## src/rtl/sim_run_ctrl.sv

```systemverilog
// Test-run sequencer: stretches the core reset, supervises the run with a cycle limit and a
// retirement watchdog, drains after halt and latches a terminal pass/fail verdict with cause.
module sim_run_ctrl #(
  parameter int unsigned HOLD_CYCLES  = 5,
  parameter int unsigned TIMEOUT      = 100000,
  parameter int unsigned WDOG_CYCLES  = 1000,
  parameter int unsigned DRAIN_CYCLES = 4,
  parameter int unsigned CNT_W        = 32
) (
  input  logic             i_clk,
  input  logic             i_rst,
  input  logic             i_halt_req,
  input  logic             i_halt_code,
  input  logic             i_retire,
  output logic             o_core_rst,
  output logic             o_running,
  output logic             o_done,
  output logic             o_pass,
  output logic [1:0]       o_cause,
  output logic [CNT_W-1:0] o_cycle_count,
  output logic [CNT_W-1:0] o_retire_count
);

  typedef enum logic [1:0] {StHold, StRun, StDrain, StDone} state_e;

  localparam logic [1:0] CauseNone  = 2'b00;
  localparam logic [1:0] CauseHalt  = 2'b01;
  localparam logic [1:0] CauseTmo   = 2'b10;
  localparam logic [1:0] CauseWdog  = 2'b11;

  localparam logic [31:0]      HoldLast    = 32'(HOLD_CYCLES - 1);
  localparam logic [31:0]      WdogLast    = 32'(WDOG_CYCLES - 1);
  // Unused when DRAIN_CYCLES is zero; the halt path then bypasses DRAIN entirely.
  localparam logic [31:0]      DrainLast   = 32'(DRAIN_CYCLES - 1);
  localparam logic [CNT_W-1:0] TimeoutLast = CNT_W'(TIMEOUT - 1);
  localparam bit               NoDrain     = (DRAIN_CYCLES == 0);

  state_e           r_state;
  logic [31:0]      r_hold_cnt;
  logic [31:0]      r_wdog_cnt;
  logic [31:0]      r_drain_cnt;
  logic             r_core_rst;
  logic             r_running;
  logic             r_done;
  logic             r_pass;
  logic [1:0]       r_cause;
  logic [CNT_W-1:0] r_cycle_count;
  logic [CNT_W-1:0] r_retire_count;

  logic [CNT_W-1:0] w_cycle_inc;
  logic [CNT_W-1:0] w_retire_inc;
  logic [31:0]      w_wdog_inc;

  // Saturating increments: counters stick at all-ones rather than wrapping.
  assign w_cycle_inc  = (&r_cycle_count)  ? r_cycle_count  : r_cycle_count + 1'b1;
  assign w_retire_inc = (&r_retire_count) ? r_retire_count : r_retire_count + 1'b1;
  assign w_wdog_inc   = (&r_wdog_cnt)     ? r_wdog_cnt     : r_wdog_cnt + 1'b1;

  always_ff @(posedge i_clk) begin
    if (i_rst) begin
      r_state        <= StHold;
      r_hold_cnt     <= '0;
      r_wdog_cnt     <= '0;
      r_drain_cnt    <= '0;
      r_core_rst     <= 1'b1;
      r_running      <= 1'b0;
      r_done         <= 1'b0;
      r_pass         <= 1'b0;
      r_cause        <= CauseNone;
      r_cycle_count  <= '0;
      r_retire_count <= '0;
    end else begin
      unique case (r_state)
        StHold: begin
          r_hold_cnt <= r_hold_cnt + 1'b1;
          if (r_hold_cnt == HoldLast) begin
            r_state    <= StRun;
            r_core_rst <= 1'b0;
            r_running  <= 1'b1;
          end
        end

        StRun: begin
          r_cycle_count <= w_cycle_inc;
          if (i_retire) begin
            r_retire_count <= w_retire_inc;
            r_wdog_cnt     <= '0;
          end else begin
            r_wdog_cnt <= w_wdog_inc;
          end
          // Exit priority: halt, then timeout, then watchdog.
          if (i_halt_req) begin
            r_running   <= 1'b0;
            r_pass      <= i_halt_code;
            r_cause     <= CauseHalt;
            r_drain_cnt <= '0;
            if (NoDrain) begin
              r_state    <= StDone;
              r_done     <= 1'b1;
              r_core_rst <= 1'b1;
            end else begin
              r_state <= StDrain;
            end
          end else if (r_cycle_count == TimeoutLast) begin
            r_state    <= StDone;
            r_running  <= 1'b0;
            r_done     <= 1'b1;
            r_core_rst <= 1'b1;
            r_pass     <= 1'b0;
            r_cause    <= CauseTmo;
          end else if (!i_retire && r_wdog_cnt == WdogLast) begin
            r_state    <= StDone;
            r_running  <= 1'b0;
            r_done     <= 1'b1;
            r_core_rst <= 1'b1;
            r_pass     <= 1'b0;
            r_cause    <= CauseWdog;
          end
        end

        StDrain: begin
          if (i_retire) begin
            r_retire_count <= w_retire_inc;
          end
          if (r_drain_cnt == DrainLast) begin
            r_state    <= StDone;
            r_done     <= 1'b1;
            r_core_rst <= 1'b1;
          end else begin
            r_drain_cnt <= r_drain_cnt + 1'b1;
          end
        end

        StDone: begin
        end

        default: r_state <= StHold;
      endcase
    end
  end

  assign o_core_rst     = r_core_rst;
  assign o_running      = r_running;
  assign o_done         = r_done;
  assign o_pass         = r_pass;
  assign o_cause        = r_cause;
  assign o_cycle_count  = r_cycle_count;
  assign o_retire_count = r_retire_count;

endmodule

```

## config.mk

```make
export PLATFORM = sky130hd
export DESIGN_NAME = sim_run_ctrl
export DESIGN_NICKNAME = d
export VERILOG_FILES = /design/src/rtl/sim_run_ctrl.sv
export SDC_FILE = /design/constraint.sdc
export NUM_CORES = 1
export LEC_CHECK = 0
export ABC_AREA = 1
export BUFFER_PORTS_ARGS = -buffer_cell sky130_fd_sc_hd__buf_4
export CAP_MARGIN = 30
export CORE_MARGIN = 3
export CORE_UTILIZATION = 35
export DETAILED_ROUTE_END_ITERATION = 7
export RECOVER_POWER = 100
export SYNTH_ARGS = -nofsm -noshare
export SYNTH_HDL_FRONTEND = slang
export SYNTH_SLANG_ARGS = --single-unit
```

## constraint.sdc

```tcl
create_clock -name i_clk -period 5.6 [get_ports i_clk]
set_input_delay 1.12 -clock i_clk [delete_from_list [all_inputs] [get_ports i_clk]]
set_output_delay 1.12 -clock i_clk [all_outputs]
set_load 0.03 [all_outputs]
```

# Word level (Yosys, flattened, before mapping)
# Index checks and enable logic that the tools add are counted.
classes:
  n_bitwise: 2
  n_eq_ne: 14
  addsub: 5
  n_mux: 26
  reduce_logical: 20
  shift: 0
  order_cmp: 0
  mul: 0
  div_mod_pow: 0
ops:
  columns: ["operator", "count"]
  rows:
  - ["$add A32 B1 Y32 const B", 5]
  - ["$mux W32", 4]
  - ["$reduce_and A32 Y1", 3]
  - ["$pmux W32 S2", 1]
  - ["$eq A32 B10 Y1 const B", 1]
  - ["$eq A32 B17 Y1 const B", 1]
  - ["$eq A32 B2 Y1 const B", 1]
  - ["$eq A32 B3 Y1 const B", 1]
  - ["$mux W2", 7]
  - ["$ne A2 B2 Y1 const B", 6]
  - ["$mux W1", 10]
  - ["$reduce_and A3 Y1", 3]
  - ["$reduce_and A4 Y1", 2]
  - ["$pmux W2 S3", 1]
  - ["$reduce_and A2 Y1", 3]
  - ["$reduce_bool A3 Y1", 2]
  - ["$reduce_and A5 Y1", 1]
  - ["$ne A4 B4 Y1 const B", 1]
  - ["$pmux W1 S2", 2]
  - ["$reduce_bool A2 Y1", 2]
  - ["$ne A3 B3 Y1 const B", 1]
  - ["$pmux W1 S3", 1]
  - ["$eq A2 B1 Y1 const B", 1]
  - ["$eq A2 B2 Y1 const B", 1]
  - ["other kinds (5)", 6]
totals:
  n_memories: 0
  latch_bits: 0
  elab_cells: 78
  mem_bits_rw: 0
  regBits: 168
  romBits: 0
  input_bits: 5
  out_inout_bits: 70

# Logic depth before layout (Yosys ltp)
# Gate-level depths: netlist (run 1).
depth:
  ltp_word: 6
  mapped_depth: 14

# Worst setup path before layout (run 1)
# OpenSTA, ideal clock, no wires.
synth_path:
  path_kind: "input to register"
  start: "input port i_retire"
  end: "register r_wdog_cnt[27]"
  required_time_ns: 5.483
  arrival_ns: 2.028
  path_stages: 9
  setup_ns: 0.117
  path_buffers: 1
  slack_ns: 3.455
  cell_sequence: "inv_2 -> nand3_1 -> nor2_1 -> nand3_4 -> nand2_4 -> inv_4 -> buf_2 -> a31oi_1 -> nor2_1"
synth_via:
  elab_chain_len: 2
  word_cells_on_any_way: 3
synth_lines:
  columns: ["element", "line", "text"]
  rows:
  - ["start, declared", "14", "input logic i_retire,"]
  - ["$ne A2 B2 Y1 (no source line)", null, null]
  - ["$reduce_and A2 Y1 (no source line)", null, null]
  - ["end signal, assigned", "89", "r_wdog_cnt <= w_wdog_inc;"]
  - ["end, declared", "40", "logic [31:0] r_wdog_cnt;"]
# Parallel ways exist; a longest one is shown, timed or not.
# A chain may end at the register's enable or synchronous reset.

# Final worst setup path (run 1)
layout_path:
  start: "register r_state[0]"
  end: "register r_drain_cnt[1]"
layout_via:
  elab_chain_len: 3
  word_cells_on_any_way: 7
layout_lines:
  columns: ["element", "line", "text"]
  rows:
  - ["start, declared", "38", "state_e r_state;"]
  - ["start signal, assigned", "61", "r_state <= StHold;"]
  - ["start signal, assigned", "77", "r_state <= StRun;"]
  - ["start signal, assigned", "98", "r_state <= StDone;"]
  - ["$eq A2 B2 Y1 or $eq A2 B1 Y1 (tied branches)", "73", "unique case (r_state)"]
  - ["$ne A2 B2 Y1 (no source line) or $reduce_bool A2 Y1 (tied branches)", null, null]
  - ["$reduce_and A3 Y1 (no source line)", null, null]
  - ["end signal, assigned", "130", "r_drain_cnt <= r_drain_cnt + 1'b1;"]
  - ["end, declared", "41", "logic [31:0] r_drain_cnt;"]
# Parallel ways exist; a longest one is shown, timed or not.

==> qor.yml, run 1 <==
pwr:
  total_power_mw: 2.90
  power.leakage_nw: 3.89
  power_frac_clock_pct: 41.0
  vdd_drop_max_mv: 0.205
  power_frac_seq_pct: 43.6
  p_sw_mw: 0.909
  switching_share_pct: 31.3
  p_int_mw: 2.00
  pwr-share-comb_pct: 15.4
  p_per_area_nw_per_um2: 257
logic_synthesis:
  synth_seq_cells: 168
  synthArstFlopShare_pct: 0
  synthCells: 1686
  ys_seq_area_share_pct: 32.9
  yosys_warnings: 0
  yosysUniqueCellTypes: 39
  netlist_area_um2: 10200
  ys.flop_type: "dfxtp_1"
  synth_nets: 1701
  synth_edf_count: 0
  avgSynthCellArea_um2: 6.07
floorplanning:
  core_um2: 28300
  initial_utilization_pct: 36.1
  rows: 61
  die-area_um2: 31300
  die-width_um: 177
  pin_count: 75
  die_y_um: 177
setup_path:
  rr_worst_depth: 9
  critical_path_required_ns: 5.91
  critPathKind: "reg -> reg"
  r2r_end: "r_drain_cnt[1]"
  rrSetupSlack_ns: 1.62
  max_stage_delay_ns: 0.84
  setup.worst_path.end_class: "flip-flop"
  path_cells: "inv_1 > ha_1 > clkinv_1 > nor2_1 > nand2_1 > nand2_1 > inv_1 > a21oi_1 > nor2_1"
  cp_slowest_cell: "nand2_1"
  reg2reg_from: "r_state[0]"
  cp.arrival_ns: 4.30
  cp_max_fo: 36
  cp-start-kind: "flip-flop"
place:
  portBuffers: 74
  dp_hpwl_mm: 20.4
  gp_congestion: 0.903
finish:
  fillCellCount: 3168
  nets: 1755
  antenna_cells: 0
  drive_gt1_share_pct: 3.19
  area_growth_pct: 10.5
sta:
  fin_crit_sh_pct: 71.1
  rsz0062_at_grt: "false"
  whs_ns: 0.450
  fmax_mhz: 251
  finalHoldViolations: 0
  finClkSkew_ns: 0.0142
  slew_violations: 141
  max_slew_margin_pct: -8.10
  finalSetupViolCount: 0
  period_needed_ns: 3.98
  setup_tns_ns: 0
  worstMarginPinSlew_ns: 1.62
detailed_routing:
  avgViaCountPerCell: 4.84
  wl_mm: 27.6
  num_vias: 10300
  initialDrtViolationCount: 661
  drc: 0
  drt_pass1_iterations: 5
  ant_nets: 0
  drt-wirelength-per-cell_um: 13.0
status:
  violations: "max-capacitance violations, max-slew violations"
  status: "finished, violations left"
clocking:
  htreeDepth: 4
  worstSkewPairLatency_ns: 0.44
  hold_buffers: 0
  ctsRootBufferMaster: "clkbuf_16"
  path_clk_slew_ns: 0.07
  cts_tree: "yes"
  cts_setup_buffers: 0
  cts_buffers: 17
  clock_tree.buffer_depth: 2
  cts_resized: 0
  clock-sinks: 168
worst_hold_path:
  min_path_type: "reg -> reg"
  hold_end: "o_done"
  hold_path_startpoint: "o_done"
  whs_path_depth: 2
global_route:
  grt_pass1_vias: 9430
  grt.overflow.total: 0
  grt_use_total_pct: 17.6
  antenna_found_initial: 0
  grt_pass1_wl_mm: 45.8
  grt_max_degree: 73
run:
  cap_violations: 3
==> state kept, by name, summed over array words and instances, names as in the netlist <==
| name | count |
|---|---|
| o_pass | 1 |
| r_hold_cnt | 32 |
| o_cause | 2 |
| o_done | 1 |
| o_retire_count | 32 |
| o_running | 1 |
| o_cycle_count | 32 |
| r_wdog_cnt | 32 |
| o_core_rst | 1 |
| r_drain_cnt | 32 |
| r_state | 2 |
==> cells by family after synthesis <==
group | count (synthesis) | synth area share, %
xor gates and xnor gates | 65 | 5.56
and+or+nand+nor | 1051 | 42.8
buffers and inverters | 224 | 9.22
AOI/OAI and AO/OA | 168 | 8.33
DFF | 168 | 32.9
adders and majority gates | 10 | 1.22
==> layer usage <==
metal	track usage (%)	up-vias	part of all wire [%]
li1	-	5427	-
met1	24.2	4663	49
met2	29.0	196	46
met3	2.83	24	4.0
met4	4.19	0	1.2
met5	0	-	0
==> metrics by stage <==
stage | instances | worst slack, ns | cell area [um2] | util [%]
3_5_place_dp | 2099 | 2.38 | 11000 | 38.9
5_1_grt | 2131 | 1.14 | 11300 | 39.9
2_1_floorplan | 1686 | 3.45 | 10200 | -
4_1_cts | 2131 | 2.34 | 11600 | 41.0
3_3_place_gp | 2099 | 2.47 | 11000 | 38.9
6_report | 2131 | 1.62 | 11300 | 39.9
==> cells in the final DEF, fill, tap and decap left out <==
cell type and n:
nand2_1 533, nor2_1 300, inv_1 178, dfxtp_1 168, a21oi_1 123, nand3_1 93
clkbuf_1 75, nor3_1 69, xor2_1 51, o21ai_0 39, nand4_1 27, clkbuf_16 17
xnor2_1 14, ha_1 10, nand2_2 5, inv_6 5, nor2_2 4, a31oi_1 3
and3_1 3, clkinvlp_4 3, clkinv_2 3, inv_2 2, nand3b_1 2, nor3_2 2
nor4_1 2, nor3_4 2, nand2_4 2, nor3b_1 2, nor4_2 2, o21bai_1 2
bufinv_16 2, buf_4 2, o21a_1 1, nand3_2 1, nand3_4 1, inv_4 1
clkinv_1 1, or2_1 1, clkbuf_8 1, clkbuf_2 1
==> Yosys cell counts, types with 3 or more instances <==
master    number  share of area (%)
nand2_1      531                 19
nor2_1       296                 11
inv_1        175                6.4
dfxtp_1      168                 33
a21oi_1      123                6.0
nand3_1       93                4.5
nor3_1        69                3.4
xor2_1        51                4.4
o21ai_0       39                1.9
nand4_1       27                1.7
clkbuf_1      22               0.81
xnor2_1       14                1.2
ha_1          10                1.2
buf_2          7               0.34
nand2_2        7               0.43
nor2_2         7               0.43
buf_6          5               0.55
inv_2          5               0.18
buf_4          4               0.29
a31oi_1        3               0.18
and3_1         3               0.18
==> critical path, delay by kind of cell (launching register included) <==
kind                     cells  cell delay (ns)
flip-flops                   1             0.33
AO/OA/AOI/OAI                1             0.29
buffers and inverters        3             1.50
AND/OR/NAND/NOR              4             1.36
adder cells (fa/ha/maj)      1             0.36
==> area by class of cell <==
cell class	count	area [um2]	share of cell area, %
timing repair buffer	77	298	2.63
inverter	182	686	6.06
clock inverter	13	141	1.25
clock buffer	19	443	3.92
sequential	168	3360	29.7
multi-input combinational	1294	5900	52.2
tap	378	473	4.18
==> worst max path at each step <==
stage                      end       start  slack, ns  depth (start not counted)
3_5_place_dp    r_drain_cnt[1]  r_state[0]       2.38                          9
3_3_place_gp    r_drain_cnt[1]  r_state[0]       2.47                          9
2_1_floorplan   r_wdog_cnt[27]    i_retire       3.45                          9
5_1_grt        r_drain_cnt[27]  r_state[0]       1.14                          9
6_report        r_drain_cnt[1]  r_state[0]       1.62                          9
4_1_cts         r_drain_cnt[1]  r_state[0]       2.34                          9
==> power by group through the flow <==
stage,Sequential [mW],Clock (mW),Combinational [mW]
3_5_place_dp,1.29,0,0.475
2_1_floorplan,1.32,0,0.362
6_report,1.27,1.19,0.447
5_1_grt,1.27,1.27,0.506
4_1_cts,1.27,1.23,0.477
3_3_place_gp,1.29,0,0.470
No activity file was read; power rests on OpenSTA's default activity.
==> inputs of run 2 (changes only) <==
--- a/config.mk
+++ b/config.mk
@@ -5,7 +5,7 @@
 export SDC_FILE = /design/constraint.sdc
 export NUM_CORES = 1
 export LEC_CHECK = 0
-export ABC_AREA = 1
+export ABC_AREA = 0
 export BUFFER_PORTS_ARGS = -buffer_cell sky130_fd_sc_hd__buf_4
 export CAP_MARGIN = 30
 export CORE_MARGIN = 3
==> constraint.sdc (replaced) <==
create_clock -name i_clk -period 3.59 [get_ports i_clk]
set_input_delay 0.718 -clock i_clk [delete_from_list [all_inputs] [get_ports i_clk]]
set_output_delay 0.718 -clock i_clk [all_outputs]
set_load 0.03 [all_outputs]
==> qor.yml, run 2 <==
sta:
  fmax_mhz: 355
  period_needed_ns: 2.81
  finalHoldViolations: 0
  finClkSkew_ns: 0.0151
  max_slew_margin_pct: -8.81
  finalSetupViolCount: 0
  worstMarginPinSlew_ns: 1.63
  slew_violations: 80
  setup_tns_ns: 0
  fin_crit_sh_pct: 78.4
  rsz0062_at_grt: "false"
setup_path:
  path_delay_family: "simple AND/OR/NAND/NOR gates"
  crit_buf_inv: 1
  rrSetupSlack_ns: 0.78
  critPathKind: "reg -> reg"
  crit_cells: 8
  endpoint: "r_hold_cnt[30]"
  setup.worst_path.end_class: "flip-flop"
  cp_max_fo: 9
  cp.arrival_ns: 3.06
  cp-start-kind: "flip-flop"
  cp_slowest_cell: "nor4_1"
  setup.worst_path.start: "r_state[0]"
  r2r_end: "r_hold_cnt[30]"
  path_cells: "inv_1 > ha_1 > nand3_1 > nor4_1 > or3b_1 > nor3_1 > xnor2_1 > nor2_1"
  reg2reg_from: "r_state[0]"
  rr_worst_depth: 8
  critical_path_required_ns: 3.84
  max_stage_delay_ns: 0.72
floorplanning:
  rows: 54
  die-width_um: 157
  die_y_um: 157
  pin_count: 75
  core_um2: 22100
  die-area_um2: 24600
  initial_utilization_pct: 36.1
clocking:
  htreeDepth: 4
  clock_tree.buffer_depth: 2
  cts_buffers: 17
  cts_tree: "yes"
  path_clk_slew_ns: 0.06
  cts_setup_buffers: 0
  worstSkewPairLatency_ns: 0.43
  ctsRootBufferMaster: "clkbuf_16"
  cts_resized: 0
  clock-sinks: 168
  hold_buffers: 0
status:
  violations: "max-capacitance violations, max-slew violations"
  status: "finished, violations left"
pwr:
  p_per_area_nw_per_um2: 467
  pwr-share-comb_pct: 11.7
  p_sw_mw: 1.21
  switching_share_pct: 28.5
  power_frac_clock_pct: 41.7
  power.leakage_nw: 3.01
  total_power_mw: 4.25
  p_int_mw: 3.04
  power_frac_seq_pct: 46.6
  vdd_drop_max_mv: 0.328
logic_synthesis:
  avgSynthCellArea_um2: 8.52
  ys.flop_type: "dfxtp_1"
  yosysMostFrequentCell: "dfxtp_1"
  synthCells: 936
  synth_edf_count: 0
  synth_nets: 951
  synth_area_leaders: "dfxtp_1 (42%), xor2_1 (9.4%), nor2_1 (7.6%)"
  yosysTopAreaCellShare_pct: 42.2
  synth_seq_cells: 168
  ys_seq_area_share_pct: 42.2
  synth.largest_area_cell: "dfxtp_1"
  netlist_area_um2: 7980
  yosys_warnings: 0
  synthArstFlopShare_pct: 0
  yosysUniqueCellTypes: 58
  synthTopCellsByCount: "dfxtp_1 (168), nor2_1 (161), xor2_1 (86), nand3_1 (60)"
detailed_routing:
  drt-wirelength-per-cell_um: 14.2
  ant_nets: 0
  drt_pass1_iterations: 5
  num_vias: 6735
  initialDrtViolationCount: 411
  drc: 0
  wl_mm: 18.4
  avgViaCountPerCell: 5.18
place:
  dp.cells: 1267
  dp_hpwl_mm: 13.0
  gp_congestion: 0.811
  portBuffers: 74
worst_hold_path:
  min_path_type: "reg -> reg"
  hold_path_startpoint: "r_drain_cnt[29]"
  whs_path_depth: 2
finish:
  drive_gt1_share_pct: 5.50
  antenna_cells: 0
  area_growth_pct: 14.0
  final_cell_mix: "dfxtp_1 (168), nor2_1 (161), xor2_1 (86)"
  nets: 1021
  fin_cells: 1299
  mostFrequentLayoutCell: "dfxtp_1"
global_route:
  grt_pass1_wl_mm: 30.8
  grt_max_degree: 80
  antenna_found_initial: 0
  grt.overflow.total: 0
  grt_use_total_pct: 15.1
  grt_pass1_vias: 6031
run:
  cap_violations: 1
run 2: changes by cell type in the layout (fill, tap and decap cells not counted), moves of 23 or more:
cell,change
nand2_1,-478
inv_1,-158
nor2_1,-139
a21oi_1,-96
nor3_1,-49
xor2_1,+35
nand3_1,-33
xnor2_1,+31
and4_1,+29
nand4_1,+28
nor4_1,+27
or3_1,+23
run 2: per-stage QoR:
stage	util [%]	hold WS, ns	instance area, um2	setup slack, ns
floorplan	-	0.458	7980	1.08
global placement	39.9	0.479	8810	0.899
detailed placement	39.9	0.493	8810	0.874
CTS	42.5	0.504	9380	0.844
global route	41.2	0.513	9090	0.494
finish	41.2	0.499	9090	0.776
run 2: worst register-to-register path: cells and delay by family (launching register included):
| family | cells | cell delay, ns |
|---|---|---|
| and+or+nand+nor | 5 | 1.73 |
| xor gates and xnor gates | 1 | 0.15 |
| adders and majority gates | 1 | 0.35 |
| buffers and inverters | 1 | 0.09 |
| DFF | 1 | 0.34 |
run 2: final cells by class:
cell class	count	area, um2
timing repair buffer	80	325
inverter	20	75.1
multi-input combinational	719	4420
sequential	168	3360
clock inverter	15	140
clock buffer	17	425
fill	2275	13000
tap	280	350
run 2: power by group through the flow:
stage | clock network [mW] | registers, mW | logic, mW
6_report | 1.77 | 1.98 | 0.497
3_3_place_gp | 0 | 2.02 | 0.527
4_1_cts | 1.83 | 1.98 | 0.534
3_5_place_dp | 0 | 2.02 | 0.532
2_1_floorplan | 0 | 2.06 | 0.331
5_1_grt | 1.90 | 1.99 | 0.557
run 2: logic make-up after synthesis:
family | Yosys count | share of synthesized area (%)
xor gates and xnor gates | 131 | 14.4
buffers and inverters | 49 | 2.37
AOI/OAI and AO/OA | 78 | 5.85
adders and majority gates | 10 | 1.57
DFF | 168 | 42.2
and+or+nand+nor | 492 | 32.6
muxes | 8 | 1.04
run 2: worst min path at each step:
stage	to	slack (ns)
floorplan	r_drain_cnt[29]	0.46
global placement	r_drain_cnt[29]	0.48
detailed placement	o_pass	0.49
CTS	r_drain_cnt[29]	0.50
global route	r_drain_cnt[29]	0.51
finish	r_drain_cnt[29]	0.50
run 2: metal layers:
metal / global-route usage, % / routed length (um)
met1: 21.4 / 9100
met2: 22.8 / 8210
met3: 3.57 / 832
met4: 4.54 / 281
met5: 0 / 0
